==> config.mk <==
export PLATFORM = sky130hd
export DESIGN_NAME = ascon_round_sequencer
export DESIGN_NICKNAME = d
export VERILOG_FILES = /design/src/rtl/ascon_round_sequencer.sv
export SDC_FILE = /design/constraint.sdc
export NUM_CORES = 1
export LEC_CHECK = 0
export ABC_AREA = 1
export BUFFER_PORTS_ARGS = -buffer_cell sky130_fd_sc_hd__buf_2
export CAP_MARGIN = 20
export CORE_AREA = 2 2 39 41
export DETAILED_ROUTE_END_ITERATION = 10
export DIE_AREA = 0 0 41 43
export MAX_ROUTING_LAYER = met4
export PLACE_DENSITY = 0.75
export SETUP_SLACK_MARGIN = 0.2
export SLEW_MARGIN = 5
export SYNTH_ARGS = -nofsm -noshare
export SYNTH_HDL_FRONTEND = slang
export SYNTH_SLANG_ARGS = --single-unit
==> constraint.sdc <==
create_clock -name clock_i -period 2.1 [get_ports clock_i]
set_input_delay 0.42 -clock clock_i [delete_from_list [all_inputs] [get_ports clock_i]]
set_output_delay 0.42 -clock clock_i [all_outputs]
set_load 0.005 [all_outputs]
==> src/rtl/ascon_round_sequencer.sv <==
// Round sequencer for the Ascon permutation: runs p12, p6 and optionally p8.
// The p8 mode (mode_i = 2'b10) is compiled in only when ASCON_P8_MODE_EN is defined.
module ascon_round_sequencer #(
   parameter int unsigned LAST_ROUND = 11
) (
   input  logic       clock_i,
   input  logic       resetb_i,
   input  logic       start_i,
   input  logic [1:0] mode_i,
   output logic       en_reg_o,
   output logic       sel_init_o,
   output logic [3:0] round_o,
   output logic [7:0] const_o,
   output logic       busy_o,
   output logic       done_o
);

   // Every run ends on LAST_ROUND, so each mode starts N rounds before it.
   localparam logic [3:0] LastRound = 4'(LAST_ROUND);
   localparam logic [3:0] StartP12  = 4'(LAST_ROUND - 11);
   localparam logic [3:0] StartP6   = 4'(LAST_ROUND - 5);
`ifdef ASCON_P8_MODE_EN
   localparam logic [3:0] StartP8   = 4'(LAST_ROUND - 7);
`endif

   typedef enum logic [1:0] {
      StIdle,
      StRun,
      StDone
   } state_e;

   state_e     state_q, state_d;
   logic [3:0] round_q, round_d;
   logic       first_q, first_d;
   logic       mode_valid;
   logic [3:0] start_round;
   logic       accept;

   always_comb begin
      mode_valid  = 1'b0;
      start_round = StartP12;
      case (mode_i)
         2'b00: begin
            mode_valid  = 1'b1;
            start_round = StartP12;
         end
         2'b01: begin
            mode_valid  = 1'b1;
            start_round = StartP6;
         end
`ifdef ASCON_P8_MODE_EN
         2'b10: begin
            mode_valid  = 1'b1;
            start_round = StartP8;
         end
`else
         2'b10: begin
            mode_valid  = 1'b0;
            start_round = StartP12;
         end
`endif
         default: begin
            mode_valid  = 1'b0;
            start_round = StartP12;
         end
      endcase
   end

   // mode_i only matters in the accepting cycle; the run then follows round_q alone.
   assign accept = (state_q == StIdle) && start_i && mode_valid;

   always_ff @(posedge clock_i or negedge resetb_i) begin
      if (!resetb_i) begin
         state_q <= StIdle;
         round_q <= 4'd0;
         first_q <= 1'b0;
      end else begin
         state_q <= state_d;
         round_q <= round_d;
         first_q <= first_d;
      end
   end

   always_comb begin
      state_d = state_q;
      round_d = round_q;
      first_d = first_q;
      unique case (state_q)
         StIdle: begin
            if (accept) begin
               state_d = StRun;
               round_d = start_round;
               first_d = 1'b1;
            end
         end
         StRun: begin
            first_d = 1'b0;
            if (round_q == LastRound) begin
               state_d = StDone;
            end else begin
               round_d = round_q + 4'd1;
            end
         end
         StDone: begin
            state_d = StIdle;
         end
         default: begin
            state_d = StIdle;
         end
      endcase
   end

   always_comb begin
      en_reg_o   = 1'b0;
      sel_init_o = 1'b0;
      const_o    = 8'h00;
      busy_o     = 1'b0;
      done_o     = 1'b0;
      unique case (state_q)
         StIdle: begin
            busy_o = 1'b0;
         end
         StRun: begin
            en_reg_o   = 1'b1;
            busy_o     = 1'b1;
            sel_init_o = first_q;
            // For a 4-bit index, 15 - i is simply ~i.
            const_o    = {~round_q, round_q};
         end
         StDone: begin
            busy_o = 1'b1;
            done_o = 1'b1;
         end
         default: begin
            busy_o = 1'b0;
         end
      endcase
   end

   assign round_o = round_q;

endmodule

==> results of run 1 <==
## cell type report
type	count	area (um^2)	share of cell area
Tap cell	16	20.0	0.0291
Multi-Input combinational cell	56	282	0.409
Inverter	13	48.8	0.0709
Sequential cell	7	175	0.255
Clock buffer	4	26.3	0.0382
Timing Repair Buffer	24	136	0.198
## worst reg2reg max path: stages (launching register included)
cell,delay (ns)
dfrtp_1,0.37
inv_1,0.08
ha_1,0.19
buf_6,0.14
buf_4,0.13
nand2_1,0.06
nand2_1,0.06
nand2_2,0.11
inv_2,0.06
nand2_1,0.06
nand2_1,0.05
## stage by stage
step           instance area, um^2  std cells  hold WS [ns]  utilization  setup slack (ns)
2_1_floorplan                  524         78         0.124            -             0.564
3_5_place_dp                   633        113         0.252        0.458             0.545
4_1_cts                        669        118         0.512        0.484             0.270
6_report                       688        120         0.514        0.497             0.316
3_3_place_gp                   633        113         0.251        0.458             0.587
5_1_grt                        688        120         0.536        0.497             0.200
## registers in the layout (all words and copies together), names as in the netlist
| register | cells |
|---|---|
| state_q | 2 |
| round_o | 4 |
| first_q | 1 |
## timing repair
item                                   CTS  global route
setup buffers                            0             2
setup endpoints to repair                0             2
hold buffers                             1             0
resized for setup                        0             1
endpoints found under the hold margin    7             0
## routing by layer
layer / up-vias / GRT usage
met1: 238 / 0.198
met2: 7 / 0.231
met5: - / -
met4: 0 / 0.120
met3: 2 / 0.0157
li1: 282 / -
## cells in the mapped netlist
cell | count | area [um^2]
buf_4 | 1 | 7.51
nand2_4 | 1 | 11.3
nand4_1 | 1 | 6.26
ha_1 | 5 | 62.6
a21oi_1 | 1 | 5.00
inv_2 | 4 | 15.0
nor2_2 | 2 | 12.5
nand2_1 | 33 | 124
dfrtp_1 | 7 | 175
buf_6 | 1 | 11.3
o21ai_0 | 1 | 5.00
inv_1 | 9 | 33.8
nand2_2 | 1 | 6.26
a31oi_1 | 1 | 6.26
nor2_1 | 6 | 22.5
nand3_1 | 4 | 20.0
## worst max-delay path by stage
stage / start / depth (start not counted) / to
after floorplan: state_q[1]$_DFFE_PN0P_ / 6 / const_o[4]
after global placement: state_q[1]$_DFFE_PN0P_ / 6 / const_o[4]
after detailed placement: state_q[1]$_DFFE_PN0P_ / 6 / const_o[4]
after CTS: state_q[1]$_DFFE_PN0P_ / 6 / const_o[4]
after global routing: state_q[1]$_DFFE_PN0P_ / 6 / const_o[4]
final: state_q[1]$_DFFE_PN0P_ / 6 / const_o[4]
## kinds of logic (layout without fill, tap and decap cells)
group / Yosys count / count (layout)
DFF: 7 / 7
buffers and inverters: 15 / 41
and+or+nand+nor: 48 / 48
adders and majority gates: 5 / 5
AOI/OAI and AO/OA: 3 / 3
## report_power, final
group	internal, mW	total, mW	switching (mW)
registers	0.184	0.243	0.0589
logic	0.225	0.515	0.290
clock network	0.0721	0.115	0.0428
total	0.481	0.873	0.392
==> summary.txt, run 1 <==
Routing
  • Post-Route WL: 1.11 mm
  • Avg Vias per Cell: roughly 4.4
  • Drt wl/cell: 9.23 um
  • # DRC: 0
  • Post-Route M1 WL: 466 um
  • Met2 routed WL: 601 um
  • Top routing layer in use: met4
  • Antenna Nets Post-Route: 0
  • DR pass1 iterations: 5
  • Vias: ~530
  • DR WL met3: 28 um
  • Iteration-0 DRC Markers: 8

Timing
  • Final Max Slew Viols: 0
  • Worst-margin pin slew: 0.244 ns
  • Worst slew margin: 0.837
  • Unrepaired setup endpoints after global routing: no
  • Highest clock rate: 560 MHz
  • Final Hold Vio Count: 0
  • Final min period: 1.78 ns
  • Final setup vio count: 0
  • Setup tns final: 0 ns
  • Worst Skew: approximately 0.0008 ns
  • Final Cycle Share: 0.850

Floorplan
  • Die Y: between 40 and 50 um
  • I/O Pins: 21
  • Rows: 14
  • Core area: 1380 um^2
  • DIE AREA: about 1800 um^2
  • DIE WIDTH: slightly above 40 um
  • Effective utilization at floorplan: 0.379

Cells and area
  • Ant diodes: 0
  • Filler cells: 157
  • Area grow syn2layout: 31.3%
  • Share of cells above drive strength 1: 0.327
  • Post-layout nets: 115
  • Commonest non-fill, non-tap cell in the layout: nand2_1
  • Most frequent cells in the layout: nand2_1, buf_2, inv_1

Clock network
  • Clock sinks: 7
  • CTS tree: yes
  • Htree depth: 1
  • Clock root buffer master: clkbuf_4
  • CTS clk-pin slew, worst paths: 0.05 ns
  • Clk Latency, worst-skew pair: between 0.2 and 0.25 ns
  • Clock Tree Buf Depth: 2
  • CTS Buf Count: 3

Yosys
  • Post-synthesis compound-gate area fraction: 0.0310
  • Syn Inst Count: 78
  • Post-synthesis xor/xnor area fraction: 0
  • Post-synth net total: 88
  • Multiplexer share of the synthesized area: 0
  • Largest family of logic cells by synthesized area: simple AND/OR/NAND/NOR gates
  • Ys Warns: 0
  • Simple-Gate Fraction of Synth Area: 0.387
  • Post-synthesis average cell area: between 6 and 7 um^2
  • Synth unique cells: 16
  • Post-Synthesis Cell Area: 524 um^2
  • Seq cells post-synth: 7
  • Post-synthesis sequential area ratio: 0.334
  • Synth Area in Adders: 0.119

Setup path
  • RR Endpoint: round_o[3]$_DFFE_PN0P_
  • Crit path max-delay cell type: dfrtp_1
  • Crit. End Element: output pin
  • Max Fanout on Critical Path: 11
  • FF-to-FF path depth: 10
  • Worst path cell trace: inv_1 > ha_1 > buf_6 > inv_2 > nor2_1 > buf_2
  • WP data required: 1.68 ns
  • R2R Path Start: state_q[1]$_DFFE_PN0P_
  • Critical Path Source Type: register
  • Crit path buf inv count: 4
  • CP peak stage delay: 0.39 ns
  • Reg2reg setup slack: ~0.66 ns
  • Crit path kind: register to output pin
  • WP data arrival: 1.36 ns
  • Worst path top cell family by delay: buffers and inverters

Hold path
  • Min-delay worst type: register to register
  • Hold EP: state_q[0]$_DFFE_PN0P_
  • Hold Path Origin: state_q[0]$_DFFE_PN0P_
  • Worst hold path cell count: 2

Global routing
  • Vias in the first global route: 474
  • Total grt overflow: 0
  • Largest net degree at the start of global routing: 14
  • Initial antenna violation count: 0
  • First-pass GRT wire length: between 1.5 and 2 mm
  • Overall Global Routing Usage: 0.161

Placed design
  • Gpl congestion: 0.785
  • PortBufs: 20
  • Hpwl dp: 907 um

Pwr
  • Pwr Density: 1270 nW/um^2
  • Final Power: 873 uW
  • Maximum vdd ir drop: 558 uV
  • Leak: 0.458 nW

Run
  • MaxCap Viol Count: 0

Outcome
  • Outcome: finished, final reports clean
Note: power is estimated with default switching activity, not from simulation.
==> inputs of run 2 (changes only) <==
Settings changed: ABC_AREA 1 to 0, CORE_AREA 2 2 39 41 to not set, CORE_MARGIN set to 1, CORE_UTILIZATION set to 45, DIE_AREA 0 0 41 43 to not set, PLACE_DENSITY 0.75 to 0.81.
Clock period 2.1 ns to 1.7 ns, I/O delays scaled along.
==> summary.txt, run 2 <==
Routing
  • Drt wl/cell: 15.0 um
  • Vias: 597
  • Post-Route WL: 1.61 mm
  • Avg Vias per Cell: 5.58
  • Antenna Nets Post-Route: 0
  • DR pass1 iterations: 4
  • Iteration-0 DRC Markers: 18
  • # DRC: 0

Timing
  • Worst slew margin: 0.812
  • Highest clock rate: 628 MHz
  • Final setup vio count: 0
  • Unrepaired setup endpoints after global routing: yes
  • Final Cycle Share: 0.936
  • Setup tns final: 0 ns
  • Worst Skew: 0.00574 ns
  • Worst-margin pin slew: 0.282 ns
  • Final worst setup slack: 0.109 ns
  • Final min period: 1.59 ns
  • Final Max Slew Viols: 0
  • Final Hold Vio Count: 0

Clock network
  • CTS clk-pin slew, worst paths: 0.06 ns
  • Clock sinks: 7
  • Clk Latency, worst-skew pair: 0.26 ns
  • CTS Buf Count: 3
  • Clock root buffer master: clkbuf_4
  • Clock Tree Buf Depth: 2
  • CTS tree: yes
  • Htree depth: 1

Yosys
  • Synth unique cells: 31
  • Post-synth net total: 67
  • Top-area cell type share of the netlist area: 0.297
  • Ys Warns: 0
  • Post-synthesis average cell area: 10.3 um^2
  • Post-Synthesis Cell Area: 589 um^2
  • Count leader, synth: dfrtp_1
  • Synth cell count leaders: dfrtp_1, ha_1, nor2_1
  • Post-synth EDFFs: 0
  • Seq cells post-synth: 7
  • Post-synthesis sequential area ratio: 0.297
  • Syn Inst Count: 57
  • Post-synth top flop: dfrtp_1
  • Top post-synthesis cells by area: dfrtp_1, ha_1, a2111oi_4
  • Top cell type by total area after synthesis: dfrtp_1
  • Post-synthesis async set-or-reset flop share: 1.00

Placed design
  • PortBufs: 20
  • Hpwl dp: 1.07 mm
  • Gpl congestion: 0.807
  • Pre-CTS setup slack: 0.0645 ns
  • Cell count after placement: 92

Setup path
  • Critical Path Start: state_q[1]$_DFFE_PN0P_
  • RR Endpoint: round_o[2]$_DFFE_PN0P_
  • Crit path kind: register to output pin
  • Critical Path Source Type: register
  • Crit. End Element: output pin
  • FF-to-FF path depth: 7
  • Setup crit end: const_o[7]
  • R2R Path Start: state_q[1]$_DFFE_PN0P_
  • Max Fanout on Critical Path: 9
  • WP data required: around 1.4 ns
  • WP data arrival: about 1.3 ns
  • Reg2reg setup slack: 0.21 ns

Floorplan
  • DIE AREA: between 1000 and 1500 um^2
  • Core area: 1160 um^2
  • Rows: 12
  • Effective utilization at floorplan: 0.510
  • I/O Pins: 21
  • DIE WIDTH: 38.2 um
  • Die Y: 38.2 um

Pwr
  • Pwr Density: 2300 nW/um^2
  • Leak: 0.449 nW
  • Maximum vdd ir drop: about 1100 uV

Global routing
  • Total grt overflow: 0
  • Vias in the first global route: 529
  • Largest net degree at the start of global routing: 11
  • First-pass GRT wire length: 2.39 mm
  • Overall Global Routing Usage: 0.255
  • Initial antenna violation count: 0

Cells and area
  • Area grow syn2layout: 49.0%
  • Final Non-Filler Cells: 107
  • Ant diodes: 0
  • Final core occ: 0.760
  • Share of cells above drive strength 1: 0.570
  • Max FFs per register: 4
  • Most frequent cells in the layout: buf_2, buf_4, dfrtp_1
  • Post-layout nets: 104
  • Commonest non-fill, non-tap cell in the layout: buf_2

Outcome
  • Outcome: finished, final reports clean

Run
  • MaxCap Viol Count: 0

Hold path
  • Min-delay worst type: primary input to asynchronous set/reset pin
-- run 2: layout make-up --
class | instances | area (um^2)
Multi-Input combinational cell | 42 | 410
Fill cell | 77 | 278
Timing Repair Buffer | 35 | 221
Sequential cell | 7 | 176
Clock buffer | 4 | 26.3
Inverter | 5 | 26.3
Tap cell | 14 | 17.5
-- run 2: worst min path at each step --
| stage | start | to | cells past startpoint |
|---|---|---|---|
| after floorplan | resetb_i | first_q$_DFFE_PN0P_ | 0 |
| after global placement | resetb_i | first_q$_DFFE_PN0P_ | 1 |
| after detailed placement | resetb_i | round_o[3]$_DFFE_PN0P_ | 1 |
| after CTS | resetb_i | round_o[3]$_DFFE_PN0P_ | 2 |
| after global routing | resetb_i | first_q$_DFFE_PN0P_ | 2 |
| final | resetb_i | round_o[3]$_DFFE_PN0P_ | 2 |
-- run 2: per-layer routing --
metal,part of all wire,global-route usage
met1,0.39,0.271
met2,0.52,0.441
met3,0.067,0.0872
met4,0.017,0.0804
met5,0,-
-- run 2: where the power goes --
| group | leakage (nW) | switching [mW] | internal [mW] |
|---|---|---|---|
| Combinational | 0.348 | 0.679 | 0.825 |
| Clock | 0.0150 | 0.0667 | 0.0899 |
| Sequential | 0.0851 | 0.109 | 0.253 |
-- run 2: kinds of logic after synthesis --
family                   after synthesis  share of synthesized area
AO/OA/AOI/OAI                         15                      0.248
adder cells (fa/ha/maj)                5                      0.106
buffers and inverters                  8                     0.0828
flip-flops                             7                      0.297
multiplexers                           1                     0.0191
AND/OR/NAND/NOR                       21                      0.246
-- run 2: timing repair --
| action | in CTS | in global routing |
|---|---|---|
| pin swaps | 3 | 3 |
| gates resized for setup | 15 | 2 |
| hold buffers | 1 | 0 |
| setup buffers | 6 | 4 |
| endpoints found under the hold margin | 7 | 0 |
| endpoints found under the setup margin | 13 | 13 |
-- run 2: worst max-delay path, cell delays in order, from the launching register on --
cell and delay, ns:
dfrtp_1 0.38, inv_2 0.08, ha_4 0.22, inv_8 0.06, nor2_2 0.12, buf_2 0.13
-- run 2: stage by stage --
step	hold slack [ns]	area [um^2]	total power [mW]
after floorplan	0.0444	589	1.11
after global placement	0.185	707	1.41
after detailed placement	0.184	707	1.46
after CTS	0.442	843	1.88
after global routing	0.468	878	2.16
final	0.446	878	2.02
